[src/rtl/bip_control_unit_if.sv]
// Opcode-in / datapath-control-out bundle of the BIP control unit.
// The master side feeds opcode, flags and handshakes; the slave is the unit.
interface bip_control_unit_if #(
  parameter int OPCODE_W = 5,
  parameter int CNT_W    = 16
);
  logic [OPCODE_W-1:0] OpCode;
  logic                Zero;
  logic                Start;
  logic                ReportAck;
  logic                WrPC;
  logic                PcLoad;
  logic [1:0]          SelA;
  logic                SelB;
  logic                WrAcc;
  logic [2:0]          AluOp;
  logic                WrRam;
  logic                RdRam;
  logic                Halted;
  logic                ReportReq;
  logic                Illegal;
  logic [CNT_W-1:0]    CycleCount;

  modport master (
    output OpCode, Zero, Start, ReportAck,
    input  WrPC, PcLoad, SelA, SelB, WrAcc, AluOp,
    input  WrRam, RdRam, Halted, ReportReq, Illegal, CycleCount
  );

  modport slave (
    input  OpCode, Zero, Start, ReportAck,
    output WrPC, PcLoad, SelA, SelB, WrAcc, AluOp,
    output WrRam, RdRam, Halted, ReportReq, Illegal, CycleCount
  );
endinterface

[src/rtl/bip_control_unit.sv]
// BIP accumulator control unit: opcode decode gated by an IDLE/RUN/HALT
// sequencer, halt-report handshake, illegal trap and cycle counter.
module bip_control_unit #(
  parameter int OPCODE_W     = 5,
  parameter int CNT_W        = 16,
  parameter bit EXT_EN       = 1'b1,
  parameter bit ILLEGAL_HALT = 1'b1
) (
  input logic               clk,
  input logic               reset,
  bip_control_unit_if.slave bus
);

  typedef enum logic [1:0] {
    IDLE,
    RUN,
    HALT
  } state_e;

  state_e           state_q, state_d;
  logic             halted_q, halted_d;
  logic             rep_q, rep_d;
  logic             ill_q, ill_d;
  logic [CNT_W-1:0] cnt_q, cnt_d;

  logic [4:0] op;
  logic       hi_zero;
  logic       ill_op;
  logic       run;

  logic       wr_pc, pc_load, sel_b, wr_acc;
  logic       wr_ram, rd_ram;
  logic [1:0] sel_a;
  logic [2:0] alu;

  assign op      = bus.OpCode[4:0];
  assign hi_zero = (bus.OpCode >> 5) == '0;
  assign ill_op  = !hi_zero || (op > 5'd19)
                || (!EXT_EN && (op > 5'd7));
  assign run     = (state_q == RUN);

  always_comb begin
    wr_pc   = 1'b0;
    pc_load = 1'b0;
    sel_a   = 2'd0;
    sel_b   = 1'b0;
    wr_acc  = 1'b0;
    alu     = 3'd0;
    wr_ram  = 1'b0;
    rd_ram  = 1'b0;
    if (run) begin
      wr_pc = 1'b1;
      if (ill_op) begin
        wr_pc = !ILLEGAL_HALT;
      end else begin
        unique case (1'b1)
          op == 5'd0: wr_pc = 1'b0;
          op == 5'd1: wr_ram = 1'b1;
          op == 5'd2: begin
            rd_ram = 1'b1;
            wr_acc = 1'b1;
          end
          op == 5'd3: begin
            wr_acc = 1'b1;
            sel_a  = 2'd1;
          end
          // register/immediate pairs: bit 0 selects the immediate form
          op inside {[5'd4:5'd13]}: begin
            wr_acc = 1'b1;
            sel_a  = 2'd2;
            sel_b  = op[0];
            rd_ram = !op[0];
            if (op[3:1] == 3'd2)      alu = 3'd1;
            else if (op[3:1] == 3'd3) alu = 3'd0;
            else                      alu = op[3:1] - 3'd2;
          end
          op inside {5'd14, 5'd15}: begin
            wr_acc = 1'b1;
            sel_a  = 2'd2;
            sel_b  = 1'b1;
            alu    = op[0] ? 3'd6 : 3'd5;
          end
          op == 5'd16: pc_load = bus.Zero;
          op == 5'd17: pc_load = !bus.Zero;
          op == 5'd18: pc_load = 1'b1;
          default: ;
        endcase
      end
    end
  end

  always_comb begin
    state_d  = state_q;
    halted_d = halted_q;
    rep_d    = rep_q;
    ill_d    = ill_q;
    cnt_d    = cnt_q;
    unique case (state_q)
      IDLE: begin
        if (bus.Start) begin
          state_d = RUN;
          cnt_d   = '0;
          ill_d   = 1'b0;
        end
      end
      RUN: begin
        if (wr_pc && (cnt_q != '1)) cnt_d = cnt_q + 1'b1;
        if (ill_op) ill_d = 1'b1;
        // in RUN a cleared WrPC means HLT or an illegal trap
        if (!wr_pc) begin
          state_d  = HALT;
          halted_d = 1'b1;
          rep_d    = 1'b1;
        end
      end
      HALT: begin
        if (bus.ReportAck) begin
          state_d  = IDLE;
          halted_d = 1'b0;
          rep_d    = 1'b0;
        end
      end
      default: state_d = IDLE;
    endcase
  end

  always_ff @(posedge clk or negedge reset) begin
    if (!reset) begin
      state_q  <= IDLE;
      halted_q <= 1'b0;
      rep_q    <= 1'b0;
      ill_q    <= 1'b0;
      cnt_q    <= '0;
    end else begin
      state_q  <= state_d;
      halted_q <= halted_d;
      rep_q    <= rep_d;
      ill_q    <= ill_d;
      cnt_q    <= cnt_d;
    end
  end

  assign bus.WrPC       = wr_pc;
  assign bus.PcLoad     = pc_load;
  assign bus.SelA       = sel_a;
  assign bus.SelB       = sel_b;
  assign bus.WrAcc      = wr_acc;
  assign bus.AluOp      = alu;
  assign bus.WrRam      = wr_ram;
  assign bus.RdRam      = rd_ram;
  assign bus.Halted     = halted_q;
  assign bus.ReportReq  = rep_q;
  assign bus.Illegal    = ill_q;
  assign bus.CycleCount = cnt_q;

endmodule

[src/flat_wrapper.sv]
// flat-port wrapper written by rule: the top's interface ports become plain ports
module bip_control_unit_flat 
#(
  parameter int OPCODE_W     = 5,
  parameter int CNT_W        = 16,
  parameter bit EXT_EN       = 1'b1,
  parameter bit ILLEGAL_HALT = 1'b1
)
  (clk, reset, bus_OpCode, bus_Zero, bus_Start, bus_ReportAck, bus_WrPC, bus_PcLoad, bus_SelA, bus_SelB, bus_WrAcc, bus_AluOp, bus_WrRam, bus_RdRam, bus_Halted, bus_ReportReq, bus_Illegal, bus_CycleCount);
  bip_control_unit_if #(.OPCODE_W(OPCODE_W), .CNT_W(CNT_W)) bus_i ();
  input logic clk;
  input logic reset;
  input wire logic [$bits(bus_i.OpCode)-1:0] bus_OpCode;
  input wire logic [$bits(bus_i.Zero)-1:0] bus_Zero;
  input wire logic [$bits(bus_i.Start)-1:0] bus_Start;
  input wire logic [$bits(bus_i.ReportAck)-1:0] bus_ReportAck;
  output wire logic [$bits(bus_i.WrPC)-1:0] bus_WrPC;
  output wire logic [$bits(bus_i.PcLoad)-1:0] bus_PcLoad;
  output wire logic [$bits(bus_i.SelA)-1:0] bus_SelA;
  output wire logic [$bits(bus_i.SelB)-1:0] bus_SelB;
  output wire logic [$bits(bus_i.WrAcc)-1:0] bus_WrAcc;
  output wire logic [$bits(bus_i.AluOp)-1:0] bus_AluOp;
  output wire logic [$bits(bus_i.WrRam)-1:0] bus_WrRam;
  output wire logic [$bits(bus_i.RdRam)-1:0] bus_RdRam;
  output wire logic [$bits(bus_i.Halted)-1:0] bus_Halted;
  output wire logic [$bits(bus_i.ReportReq)-1:0] bus_ReportReq;
  output wire logic [$bits(bus_i.Illegal)-1:0] bus_Illegal;
  output wire logic [$bits(bus_i.CycleCount)-1:0] bus_CycleCount;
  assign bus_i.OpCode = bus_OpCode;
  assign bus_i.Zero = bus_Zero;
  assign bus_i.Start = bus_Start;
  assign bus_i.ReportAck = bus_ReportAck;
  assign bus_WrPC = bus_i.WrPC;
  assign bus_PcLoad = bus_i.PcLoad;
  assign bus_SelA = bus_i.SelA;
  assign bus_SelB = bus_i.SelB;
  assign bus_WrAcc = bus_i.WrAcc;
  assign bus_AluOp = bus_i.AluOp;
  assign bus_WrRam = bus_i.WrRam;
  assign bus_RdRam = bus_i.RdRam;
  assign bus_Halted = bus_i.Halted;
  assign bus_ReportReq = bus_i.ReportReq;
  assign bus_Illegal = bus_i.Illegal;
  assign bus_CycleCount = bus_i.CycleCount;
  bip_control_unit #(.OPCODE_W(OPCODE_W), .CNT_W(CNT_W), .EXT_EN(EXT_EN), .ILLEGAL_HALT(ILLEGAL_HALT)) u_core (.clk(clk), .reset(reset), .bus(bus_i));
endmodule
[config.mk]
export PLATFORM = sky130hd
export DESIGN_NAME = bip_control_unit_flat
export DESIGN_NICKNAME = d
export VERILOG_FILES = /design/src/rtl/bip_control_unit_if.sv /design/src/rtl/bip_control_unit.sv /design/src/flat_wrapper.sv
export SDC_FILE = /design/constraint.sdc
export NUM_CORES = 1
export LEC_CHECK = 0
export CAP_MARGIN = 20
export CELL_PAD_IN_SITES_DETAIL_PLACEMENT = 1
export CELL_PAD_IN_SITES_GLOBAL_PLACEMENT = 1
export CORE_ASPECT_RATIO = 0.9
export CORE_MARGIN = 10
export CORE_UTILIZATION = 29
export CTS_CLUSTER_DIAMETER = 50
export DETAILED_ROUTE_END_ITERATION = 8
export PLACE_DENSITY_LB_ADDON = 0.1
export RECOVER_POWER = 100
export SLEW_MARGIN = 10
export SYNTH_ARGS = -nofsm -noshare
export SYNTH_HDL_FRONTEND = slang
export SYNTH_SLANG_ARGS = --single-unit
[constraint.sdc]
create_clock -name clk -period 1.6 [get_ports clk]
set_clock_uncertainty 0.05 [all_clocks]
set_input_delay 0.16 -clock clk [delete_from_list [all_inputs] [get_ports clk]]
set_output_delay 0.16 -clock clk [all_outputs]
set_load 0.03 [all_outputs]
==> metrics <==
critical path's largest stage delay just over 600 ps; largest net degree at the start of global routing 21; # nets final approximately 280; antenna violations before repair 0; Total Routing Usage GR 0.1581; Max FO, Critical Path 5; DR iter-0 viols around 110; routed length on met3 about 270 um; flops & latches, synth 20; clk slew on worst S/H paths roughly 90 ps; multi-input logic area between 1000 and 1500 um^2; final worst path period need 1960 ps; Flop pwr share 0.258; first-pass GRT wire length about 9.9 mm; die area between 7000 and 8000 um^2; global route overflow 0; diodes inserted 0; CTS root buf clkbuf_8; Gate power share 0.533; drc violations 0; hpwl dp roughly 4.0 mm; Switching Fraction 0.4050; PD cells ~930 nW/um^2; Main synth FF type dfrtp_1; io pins 40; Post-synth EDFFs 0; cell family with most CP delay simple AND/OR/NAND/NOR gates; TritonCTS Buffers 3; Mapped Nets ~170; synth warn 0; CTS tree yes; WP data required approximately 1700 ps; Max Slew Vio Count 0; vias post-DR 1,714; Setup TNS -3773 ps; Routed Antenna Nets 0; total net switching power approximately 1.0 mW; CORE AREA 4403 um^2; P_leak approximately 1.2 nW; share of cells above drive strength 1 0.5672; Clk Latency, worst-skew pair between 200 and 300 ps; Worst Tran Pin Value 1191 ps; Final Cycle Share 1.225; CTS sink cnt 20; slowest CP cell or4_4; Worst setup EP type flip-flop; Max Cap Viol 0; Port Buffer Count 39; crit start category flip-flop; fillcell total between 400 and 500; final hold vios 0; Top Metal Used met4; Avg Cell Area, Syn ~8.5 um^2; achievable frequency slightly above 500 MHz; routed wire length between 6 and 7 mm; Clock Tree Buf Depth 2; R2R depth 7; Worst Path Buf+Inv 2; IR drop worst, VDD 0.0004979 V; placed instance count 300; Worst Hold Margin 407.1 ps; placement row count 23; Initial Util 0.2950; worst setup path category flip-flop to flip-flop; Slew headroom 0.2062; wl on met1 between 2 and 3 mm; sequential share of the synthesized area 0.3854; Die X 90.54 um; WP data arrival around 2100 ps; hold_buf cts 0; worst path cell trace nand4_1 -> or4_4 -> buf_4 -> nand4_4 -> buf_6 -> o21ai_0 -> a21oi_1; 1st-pass router iterations 4; Final Non-Filler Cells between 300 and 400; Via density 5.194; Synth Cell Area about 1300 um^2; post-route setup slack -359.7 ps; H-Tree Depth 1; unrepaired setup endpoints after global routing yes; Critical Path Stages 7; Final setup viols 23; failing checks setup timing; async set-or-reset flop fraction in the synthesized netlist 1.000; Clock power frac 0.210; cells after synthesis approximately 150; register area approximately 520 um^2; outcome complete, but fails checks; met2 wire length approximately 3.6 mm; RePlAce Congestion 0.8302; hold path cells 5; Unique masters post-synth 38; wire per inst roughly 21 um; Internal about 1.5 mW; Die H around 83 um; Area growth syn-to-layout 109.3%; vias in the first global route between 1,500 and 2,000; Hold/Removal Path Class primary input to flip-flop
==> cell usage after synthesis, types with 2 or more instances <==
library cell	count	area, um^2
ha_1	4	50.05
nand2b_1	3	18.77
o21ai_0	11	55.05
nor2_1	16	60.06
nor2b_1	2	12.51
nand2_1	18	67.56
o21a_1	2	15.01
o211ai_1	3	22.52
or3_1	7	43.79
nand4_1	4	25.02
or4_1	3	22.52
a211o_1	2	17.52
nand3_1	12	60.06
and3_1	2	12.51
mux2i_1	2	20.02
nor3_1	2	10.01
a21oi_1	12	60.06
dfrtp_1	20	500.5
o31ai_1	3	22.52
inv_1	6	22.52
xnor2_1	2	17.52
==> metal layers <==
| metal | vias up | GRT usage |
|---|---|---|
| met5 | - | 0 |
| met4 | 0 | 0.03613 |
| met3 | 9 | 0.02968 |
| met2 | 57 | 0.2940 |
| met1 | 852 | 0.1803 |
| li1 | 796 | - |
==> cell usage in the layout, fill, tap and decap left out, types with 3 or more instances in the layout <==
cell,synthesis,layout
ha_4,0,4
dfrtp_2,0,12
or3_1,7,5
a21oi_1,12,5
a21oi_2,0,5
clkbuf_8,0,3
nor2_1,16,11
o211ai_1,3,3
o21ai_0,11,6
clkdlybuf4s50_1,0,6
dfrtp_1,20,8
buf_6,1,20
nand2_1,18,16
o21ai_2,0,4
nor2_4,0,5
buf_8,0,3
nand2b_1,3,3
nand4_4,1,3
dlygate4sd2_1,0,16
nand3_1,12,8
clkbuf_1,0,5
nand4_1,4,4
buf_4,1,61
==> worst paths after layout <==
check                                     startpoint                        end  slack (ps)
hold / removal                         bus_OpCode[1]         u_core.bus.Illegal         410
setup reg to reg           u_core.bus.CycleCount[10]  u_core.bus.CycleCount[15]        -360
hold reg to reg                   u_core.bus.Illegal         u_core.bus.Illegal         480
max in group asynchronous                      reset   u_core.bus.CycleCount[1]         170
min in group asynchronous                      reset  u_core.bus.CycleCount[12]         520
setup / recovery           u_core.bus.CycleCount[10]  u_core.bus.CycleCount[15]        -360
==> power by group through the flow <==
stage,logic [mW],registers [mW],clock network (mW)
floorplan,0.456,0.769,0
finish,1.34,0.650,0.529
global route,1.43,0.663,0.559
global placement,1.07,0.644,0
CTS,1.20,0.642,0.523
detailed placement,1.10,0.647,0
==> flip-flops by register name (all words and copies together) (netlist names) <==
register and flops:
u_core.state_q 2, u_core.bus.Illegal 1, u_core.bus.Halted 1, u_core.bus.CycleCount 16
==> metrics by stage <==
step | util | power [mW] | setup WS, ps | instance area, um^2
floorplan | - | 1.225 | -208.4 | 1395
finish | 0.6175 | 2.524 | -359.7 | 2719
detailed placement | 0.4987 | 1.746 | -724.3 | 2196
global placement | 0.4987 | 1.710 | -634.6 | 2196
global route | 0.6175 | 2.651 | -372.7 | 2719
CTS | 0.5740 | 2.367 | -183.1 | 2527
==> worst reg2reg max path: cells and delay by family (launching register included) <==
family                 cells  cell delay [ps]
flip-flops                 1              360
buffers and inverters      2              290
AO/OA/AOI/OAI              2              320
AND/OR/NAND/NOR            3              860
==> timing repair <==
action | in CTS | in global routing
setup buffers | 15 | 10
pin swaps | 19 | 18
gates cloned | 1 | 0
gates resized for setup | 85 | 38
endpoints found under the setup margin | 46 | 28
==> area by class of cell <==
type / count / share of cell area
multi-input combinational: 124 / 0.3843
timing repair buffer: 114 / 0.3603
sequential: 20 / 0.1896
tap: 62 / 0.02853
inverter: 6 / 0.01104
clock buffer: 3 / 0.01519
clock inverter: 1 / 0.01104
==> kinds of logic (layout without fill, tap and decap cells) <==
kind of cell / count (synthesis) / in the layout / share of synthesized area
flip-flops: 20 / 20 / 0.3854
adder cells (fa/ha/maj): 4 / 4 / 0.03854
XOR/XNOR: 2 / 2 / 0.01349
AO/OA/AOI/OAI: 40 / 40 / 0.2042
buffers and inverters: 10 / 124 / 0.03853
AND/OR/NAND/NOR: 75 / 76 / 0.3044
multiplexers: 2 / 2 / 0.01541
(Power assumes the default switching activity.)
